**src/rtl/tile_spawn_controller_if.sv**
```systemverilog
// tile_spawn_controller_if: spawn request, generator handshake and board write-back bundle.
interface tile_spawn_controller_if;
  logic        spawn_req;
  logic [63:0] board_in;
  logic [15:0] empty_mask;
  logic        gen_req;
  logic        gen_valid;
  logic [3:0]  gen_pos;
  logic [4:0]  gen_val;
  logic [63:0] board_out;
  logic        board_we;
  logic        busy;
  logic        spawn_done;
  logic        no_space;
  modport master (
    input  spawn_req, board_in, gen_valid, gen_pos, gen_val,
    output empty_mask, gen_req, board_out, board_we, busy, spawn_done, no_space
  );
  modport slave (
    output spawn_req, board_in, gen_valid, gen_pos, gen_val,
    input  empty_mask, gen_req, board_out, board_we, busy, spawn_done, no_space
  );
endinterface

```
**src/rtl/tile_spawn_controller.sv**
```systemverilog
// tile_spawn_controller: inserts a generator-picked tile into an empty cell of the 2048 board.
// SPAWN_FALLBACK_EN adds a linear probe after MAX_RETRY occupied picks.
module tile_spawn_controller #(
  parameter int MAX_RETRY = 8,
  parameter int RETRY_W   = 4
) (
  input logic                  clk,
  input logic                  rst,
  tile_spawn_controller_if.master bus
);
  typedef enum logic [2:0] {
    IDLE, SCAN, REQ, WAIT, CHECK, WRITE
`ifdef SPAWN_FALLBACK_EN
    , PROBE
`endif
  } state_t;
  state_t              state_q, state_d;
  logic [63:0]         board_q, board_d, out_q, out_d;
  logic [15:0]         mask_q, mask_d, scan_mask;
  logic [3:0]          pos_q, pos_d, val_q, val_d;
  logic [RETRY_W-1:0]  retry_q, retry_d;
  logic                no_space_q, no_space_d, done_q, done_d, req_q, we_q, busy_q;
  always_comb
    for (int i = 0; i < 16; i++) scan_mask[i] = board_q[4*i +: 4] == 4'h0;
  always_comb begin
    state_d    = state_q;
    board_d    = board_q;
    mask_d     = mask_q;
    pos_d      = pos_q;
    val_d      = val_q;
    retry_d    = retry_q;
    no_space_d = no_space_q;
    out_d      = out_q;
    done_d     = 1'b0;
    case (state_q)
      IDLE: if (bus.spawn_req) begin
        board_d    = bus.board_in;
        no_space_d = 1'b0;
        retry_d    = '0;
        state_d    = SCAN;
      end
      SCAN: begin
        mask_d     = scan_mask;
        no_space_d = scan_mask == 16'h0;
        done_d     = scan_mask == 16'h0;
        state_d    = scan_mask == 16'h0 ? IDLE : REQ;
      end
      REQ: state_d = WAIT;
      WAIT: if (bus.gen_valid) begin
        pos_d   = bus.gen_pos;
        val_d   = (bus.gen_val == 5'd1 || bus.gen_val == 5'd2) ? bus.gen_val[3:0] : 4'h1;
        state_d = CHECK;
      end
      CHECK: if (mask_q[pos_q]) state_d = WRITE;
      else begin
        retry_d = retry_q + RETRY_W'(1);
        state_d = REQ;
`ifdef SPAWN_FALLBACK_EN
        if (retry_d == RETRY_W'(MAX_RETRY)) state_d = PROBE;
`else
        if (retry_d == RETRY_W'(MAX_RETRY)) retry_d = '0;
`endif
      end
`ifdef SPAWN_FALLBACK_EN
      PROBE: begin
        pos_d   = pos_q + 4'd1;
        state_d = mask_q[pos_d] ? WRITE : PROBE;
      end
`endif
      WRITE: state_d = IDLE;
      default: state_d = IDLE;
    endcase
    // Insert one cycle early so board_out is valid alongside board_we
    if (state_d == WRITE) begin
      done_d = 1'b1;
      out_d  = (board_q & ~(64'hF << {pos_d, 2'b00})) | ({60'h0, val_d} << {pos_d, 2'b00});
    end
  end
  always_ff @(posedge clk or negedge rst)
    if (!rst) begin
      state_q    <= IDLE;
      board_q    <= '0;
      mask_q     <= '0;
      pos_q      <= '0;
      val_q      <= '0;
      retry_q    <= '0;
      no_space_q <= 1'b0;
      out_q      <= '0;
      done_q     <= 1'b0;
      req_q      <= 1'b0;
      we_q       <= 1'b0;
      busy_q     <= 1'b0;
    end else begin
      state_q    <= state_d;
      board_q    <= board_d;
      mask_q     <= mask_d;
      pos_q      <= pos_d;
      val_q      <= val_d;
      retry_q    <= retry_d;
      no_space_q <= no_space_d;
      out_q      <= out_d;
      done_q     <= done_d;
      req_q      <= state_d == REQ;
      we_q       <= state_d == WRITE;
      busy_q     <= state_d != IDLE;
    end
  assign bus.empty_mask = mask_q;
  assign bus.gen_req    = req_q;
  assign bus.board_out  = out_q;
  assign bus.board_we   = we_q;
  assign bus.busy       = busy_q;
  assign bus.spawn_done = done_q;
  assign bus.no_space   = no_space_q;
endmodule

```
**src/flat_wrapper.sv**
```systemverilog
// flat-port wrapper written by rule: the top's interface ports become plain ports
module tile_spawn_controller_flat 
#(
  parameter int MAX_RETRY = 8,
  parameter int RETRY_W   = 4
)
  (clk, rst, bus_spawn_req, bus_board_in, bus_gen_valid, bus_gen_pos, bus_gen_val, bus_empty_mask, bus_gen_req, bus_board_out, bus_board_we, bus_busy, bus_spawn_done, bus_no_space);
  tile_spawn_controller_if bus_i ();
  input logic clk;
  input logic rst;
  input wire logic [$bits(bus_i.spawn_req)-1:0] bus_spawn_req;
  input wire logic [$bits(bus_i.board_in)-1:0] bus_board_in;
  input wire logic [$bits(bus_i.gen_valid)-1:0] bus_gen_valid;
  input wire logic [$bits(bus_i.gen_pos)-1:0] bus_gen_pos;
  input wire logic [$bits(bus_i.gen_val)-1:0] bus_gen_val;
  output wire logic [$bits(bus_i.empty_mask)-1:0] bus_empty_mask;
  output wire logic [$bits(bus_i.gen_req)-1:0] bus_gen_req;
  output wire logic [$bits(bus_i.board_out)-1:0] bus_board_out;
  output wire logic [$bits(bus_i.board_we)-1:0] bus_board_we;
  output wire logic [$bits(bus_i.busy)-1:0] bus_busy;
  output wire logic [$bits(bus_i.spawn_done)-1:0] bus_spawn_done;
  output wire logic [$bits(bus_i.no_space)-1:0] bus_no_space;
  assign bus_i.spawn_req = bus_spawn_req;
  assign bus_i.board_in = bus_board_in;
  assign bus_i.gen_valid = bus_gen_valid;
  assign bus_i.gen_pos = bus_gen_pos;
  assign bus_i.gen_val = bus_gen_val;
  assign bus_empty_mask = bus_i.empty_mask;
  assign bus_gen_req = bus_i.gen_req;
  assign bus_board_out = bus_i.board_out;
  assign bus_board_we = bus_i.board_we;
  assign bus_busy = bus_i.busy;
  assign bus_spawn_done = bus_i.spawn_done;
  assign bus_no_space = bus_i.no_space;
  tile_spawn_controller #(.MAX_RETRY(MAX_RETRY), .RETRY_W(RETRY_W)) u_core (.clk(clk), .rst(rst), .bus(bus_i));
endmodule
```
**config.mk**
```make
export PLATFORM = sky130hd
export DESIGN_NAME = tile_spawn_controller_flat
export DESIGN_NICKNAME = d
export VERILOG_FILES = /design/src/rtl/tile_spawn_controller_if.sv /design/src/rtl/tile_spawn_controller.sv /design/src/flat_wrapper.sv
export SDC_FILE = /design/constraint.sdc
export NUM_CORES = 1
export LEC_CHECK = 0
export ABC_AREA = 1
export CAP_MARGIN = 20
export CELL_PAD_IN_SITES_DETAIL_PLACEMENT = 0
export CELL_PAD_IN_SITES_GLOBAL_PLACEMENT = 1
export CORE_MARGIN = 10
export CORE_UTILIZATION = 30
export CTS_CLUSTER_SIZE = 25
export DETAILED_ROUTE_END_ITERATION = 8
export GPL_TIMING_DRIVEN = 0
export PLACE_DENSITY = 0.68
export SYNTH_ARGS = -nofsm -noshare
export SYNTH_HDL_FRONTEND = slang
export SYNTH_SLANG_ARGS = --single-unit
```
**constraint.sdc**
```tcl
create_clock -name clk -period 2.27 [get_ports clk]
set_input_delay 0.3405 -clock clk [delete_from_list [all_inputs] [get_ports clk]]
set_output_delay 0.3405 -clock clk [all_outputs]
set_load 0.005 [all_outputs]
```
==> metrics.txt <==
status=complete, no violations; row cnt=58; clock buffer count from CTS=17; most used cell, CP=nand2_1; FILL cells=2584; initial antenna violation count=1; initial core utilization=0.303; htree depth=4; WL/cell=18.0 µm; Tightest Hold Check Type=in -> async; crit path kind=reg -> reg; Max Clk Rate=0.471 GHz; Root Driver=clkbuf_16; RSZ-0062 raised after global routing=false; syn nets=976; Post-Syn Instances=899; vias=6443; Critical Path, Cell by Cell=inv_1, nand4_4, buf_4, o21ai_2, nand2_1, nor2_4, nand2_1, nand2_1, nand2_1, nand2_1, nand2_1; HPWL Detailed=19600 µm; final wirelength=25700 µm; VDD IR max=0.000442 V; die footprint=0.0321 mm²; Period Utilization, post-route=0.936; power per cell area=1320 mW/mm²; Hold WS=474 ps; distinct cell type count after synthesis=23; Die Height=179 µm; global route overflow=0; critical path buffer and inverter count=2; ys flop type=dfrtp_1; Leakage=0.00480 µW; slowest CP cell=dfrtp_1; Slew @ Worst Pin=652 ps; Final #Nets=1157; CTS Buffer Depth=2; Area Growth Syn to Fin=35.3%; setup ws final=146 ps; Synth warnings=0; Die X=179 µm; vias in the first global route=6492; pre-CTS WS=-294 ps; first-pass GRT wire length=38300 µm; worst-skew pair later-pin latency=430 ps; Top delay family on crit path=simple AND/OR/NAND/NOR gates; synthesized flop and latch total=160; I/O Pins=162; Post-synth EDFFs=0; Req. time, crit path=2590 ps; port bufs=161; Core ar.=0.0250 mm²; MaxCap Viol Count=0; # setup viols final=0; share of cells above drive strength 1=0.142; sequential fraction of the synthesis area=0.527; most frequent cells in the layout=nand2_1, clkdlybuf4s50_1, dfrtp_1; clk slew on worst S/H paths=60 ps; clk sinks=160; synthesized area=0.00759 mm²; Async SR Flop Fraction=1.00; drt drc=0; Crit Path Max Fanout=10; mean number of vias per cell=4.52; clock skew=11.2 ps; gr usage total=0.160; pin count of the biggest net entering global routing=88; WP data arrival=2440 ps; Antenna Nets Post-Route=0; Pins Over Slew Limit=0; Slew headroom=0.566; syn_area_per_cell=8.45 µm²; Iter 0 DRT Violations=536; critical path startpoint category=register; min Tclk post-route=2120 ps; final hold vios=0; Pre-antenna DRT Iters=5; GPL Wtd Cong=0.908; commonest non-fill, non-tap cell in the layout=nand2_1; biggest cell delay along the critical path=420 ps; CTS tree=done; CP endpoint kind=register
==> logic make-up (layout without fill, tap and decap cells) <==
| group | after synthesis | after routing | share of synthesized area |
|---|---|---|---|
| AOI/OAI and AO/OA | 25 | 25 | 0.0199 |
| and+or+nand+nor | 578 | 578 | 0.311 |
| buffers and inverters | 72 | 266 | 0.0465 |
| DFF | 160 | 160 | 0.527 |
| muxes | 64 | 64 | 0.0949 |
| other | 0 | 1 | 0 |
==> Yosys cell counts, types with 2 or more instances <==
master	instances	area share
nand2_1	435	0.22
dfrtp_1	160	0.53
nand3_1	65	0.043
mux2_2	64	0.095
nor2_1	50	0.025
inv_1	27	0.013
o21ai_0	19	0.013
buf_2	13	0.0086
buf_4	13	0.013
clkbuf_1	13	0.0064
nor2_4	7	0.010
nor3_1	7	0.0046
nand2_2	6	0.0049
nand4_1	4	0.0033
o21ai_2	4	0.0046
inv_2	3	0.0015
buf_6	2	0.0030
nor2_2	2	0.0016
==> per-layer routing <==
layer	vias to the layer above	wire length, µm	GRT usage
li1	3204	-	-
met1	3053	11400	0.210
met2	177	12100	0.252
met3	9	1980	0.0535
met4	0	220	0.0338
met5	-	0	0
==> stage by stage <==
stage / instance area (µm²) / TNS [ps] / total power (µW) / instances / utilization
floorplan: 7590 / 0 / 8170 / 899 / -
global placement: 9620 / -963340 / 10800 / 1390 / 0.384
detailed placement: 9650 / -8190 / 10800 / 1391 / 0.385
CTS: 10200 / 0 / 13700 / 1424 / 0.409
global route: 10300 / 0 / 14600 / 1423 / 0.410
finish: 10300 / 0 / 13600 / 1424 / 0.410
==> registers in the layout, indices dropped and copies added (netlist names), 3 cells and up <==
name                   cells
u_core.board_q            64
u_core.bus.board_out      64
u_core.bus.empty_mask     16
u_core.pos_q               4
u_core.state_q             3
u_core.val_q               4
==> report_power, final <==
group          switching (µW)  internal (µW)
clock network            1260           1550
registers                 861           4070
logic                    3170           2690
total                    5290           8310
==> timing repair <==
item / CTS / global route
endpoints found under the hold margin: 73 / 0
resized for setup: 0 / 10
setup buffers: 0 / 0
endpoints found under the setup margin: 0 / 51
hold buffers: 1 / 0
==> worst paths after layout <==
kind / from / to / slack [ps] / cells past startpoint
max: u_core.state_q[2] / u_core.bus.board_out[6] / 150 / 11
min: rst / u_core.bus.busy / 470 / 2
min reg2reg: u_core.bus.board_out[56] / u_core.bus.board_out[56] / 480 / 2
min in group clk: u_core.bus.board_out[56] / u_core.bus.board_out[56] / 480 / 2
max reg2reg: u_core.state_q[2] / u_core.bus.board_out[6] / 150 / 11
max in group asynchronous: rst / u_core.board_q[17] / 970 / 3
==> layout make-up <==
class                   instances  area, µm²  share of cell area
diodes                          1       2.50            0.000244
plain buffers                  40        236              0.0230
clock buffers                  18        439              0.0428
clock inverters                14        133              0.0129
inverters                      31        119              0.0116
multi-input cells             667       3270               0.318
flip-flops and latches        160       4000               0.390
well taps                     330        413              0.0402
repair buffers                163       1650               0.161
Note: power is estimated with default switching activity, not from simulation.
==> edit: new RTL, config.mk and constraints unchanged <==
Encoding of `state_t`: now one-hot (6 bits for 6 states).
--- a/src/rtl/tile_spawn_controller.sv
+++ b/src/rtl/tile_spawn_controller.sv
@@ -10,4 +10,4 @@
 );
-  typedef enum logic [2:0] {
-    IDLE, SCAN, REQ, WAIT, CHECK, WRITE
+  typedef enum logic [5:0] {
+    IDLE = 6'b000001, SCAN = 6'b000010, REQ = 6'b000100, WAIT = 6'b001000, CHECK = 6'b010000, WRITE = 6'b100000
 `ifdef SPAWN_FALLBACK_EN
Behaviour: no difference found for any inputs over 4 cycles, from zero or initial values and one cycle with rst low; so few cycles prove little.
==> edit against the unedited design <==
Area after synthesis increased by 1.9%. Cell area increased by 0.99%. Power decreased by 13%. Routed wire length increased by 7.3%. Hold slack got worse by 0.21 ns. Largest power group unchanged. Worst setup slack improved by 0.025 ns. Non-clock buffer count increased by 14. Count of clock-buffer cells in the layout increased by 6. Sequential cell count increased by 3. Critical path type unchanged.
==> edit: results (changes against the unedited design) <==
[global_routing]
grt_use_met1_pct=22.3  ; was 21.0%
antenna_found_initial=0  ; was 1
grt_use_met2_pct=26.4  ; was 25.2%
grt_usage_pct=16.7  ; was 16.0%
top_usage_layer=met2  ; unchanged
grt_first_pass_wirelength_um=42600  ; was 38300 um
grt_max_degree=94  ; was 88
met3_usage_pct=3.90  ; was 5.35%
first_global_vias=7305  ; was 6492

[placement]
post-place-ws_ns=-0.0398  ; was -0.294 ns
io_buffers=160  ; was 161
place_congestion=0.865  ; was 0.908
place_area_sq_um=9780  ; was 9650 sq um
hpwlAfterDp_um=21200  ; was 19600 um

[min_path]
hp-start=bus_gen_valid
hold_class=in -> reg  ; was in -> async

[detailed_routing]
routed_wl_um=27600  ; was 25700 um
vias=7003  ; was 6443
drtIter0Drc=535  ; was 536

[layout]
diodes=0  ; was 1
nNetsFinal=1239  ; was 1157
drive_above_1_share_pct=8.34  ; was 14.2%

[critical_path]
path_class=reg -> reg  ; unchanged
r2r-start=u_core.state_q[4]$_DFF_PN0_  ; was u_core.state_q[2]$_DFF_PN0_
cp.arrival_ns=2.41  ; was 2.44 ns
crit_slowest_cell=dfrtp_1  ; unchanged

[pwr]
clkPwrFrac_pct=23.6  ; was 20.7%
p_leak_uw=0.00484  ; was 0.00480 uW
vdd_ir_drop_max_mv=0.376  ; was 0.442 mV
pg_comb_uw=4670  ; was 5860 uW
switching_share_pct=39.5  ; was 38.9%

[run_status]
outcome=finished, final reports clean  ; unchanged

[synthesis]
ys_seq_area_share_pct=52.8  ; was 52.7%
post_synth_main_area_contributors=dfrtp_1 52%, nand2_1 20%, o21ai_0 5.5%  ; was dfrtp_1 53%, nand2_1 22%, mux2_2 9.5%
yosys-top-cells-count=411 x nand2_1, 162 x dfrtp_1, 86 x inv_1, 85 x o21ai_0, 82 x nand3_1  ; was 435 x nand2_1, 160 x dfrtp_1, 65 x nand3_1, 64 x mux2_2, 50 x nor2_1
yosys.cell_types.count=23  ; unchanged
syn_nets=1057  ; was 976

[cts]
post_cts_resize_count=0  ; unchanged
cts_made_buffers=17  ; unchanged
postCtsSetupBuffers=0  ; unchanged
clk_path_buf_depth=2  ; unchanged
insertion_delay_ns=0.42

[timing]
setup_violations=0  ; unchanged
finalClockSkew_ns=0.0102  ; was 0.0112 ns
tightest_slew_ns=0.579  ; was 0.652 ns

## edit: changes by cell type after synthesis, sizes merged, moves of 2 or more
cell,before,now
a21oi,1,3
buf,28,37
clkbuf,13,17
dfrtp,160,162
inv,31,90
mux2,64,0
nand2,441,415
nand3,65,87
nand4,5,49
nor2,59,27
nor3,7,4
o21ai,24,85
o22ai,0,2
## edit: per-stage QoR
step                setup TNS, ns  power [uW]  hold WS (ns)  instances
floorplan                       0        7030        0.0449        980
global placement         -1020.57        9010         0.459       1470
detailed placement        -0.0578        9070         0.348       1471
CTS                             0       11900         0.249       1504
global route                    0       12700         0.285       1505
finish                          0       11800         0.259       1505
## edit: worst paths after layout
check | slack [ns] | to | depth (start not counted)
worst max register to register | 0.17 | u_core.bus.board_out[10]$_DFFE_PN0N_ | 11
worst min-delay path | 0.26 | u_core.state_q[3]$_DFF_PN0_ | 2
min in group asynchronous | 0.47 | u_core.bus.empty_mask[9]$_DFFE_PN0P_ | 2
worst max-delay path | 0.17 | u_core.bus.board_out[10]$_DFFE_PN0N_ | 11
worst min register to register | 0.48 | u_core.bus.board_out[34]$_DFFE_PN0N_ | 2
max in group asynchronous | 0.92 | u_core.bus.board_out[0]$_DFFE_PN0N_ | 3
## edit: final cells by class
class	instances	area (sq um)
buffer	54	344
tap	330	413
multi-input combinational	673	2980
clock inverter	8	77.6
sequential	163	4080
clock buffer	24	482
inverter	90	338
fill	2650	14900
timing repair buffer	163	1650
## edit: logic make-up (layout without fill, tap and decap cells)
logic type      after synthesis  after routing  synth area share, %
compound gates               90             90                 5.91
buf+inv                     144            339                 8.69
flops                       163            163                 52.8
simple gates                583            583                 32.6
## edit: layer usage
metal	vias up	wire length (um)
met5	-	0
met4	0	416
met3	23	1520
met2	187	12500
met1	3295	13100
li1	3498	-
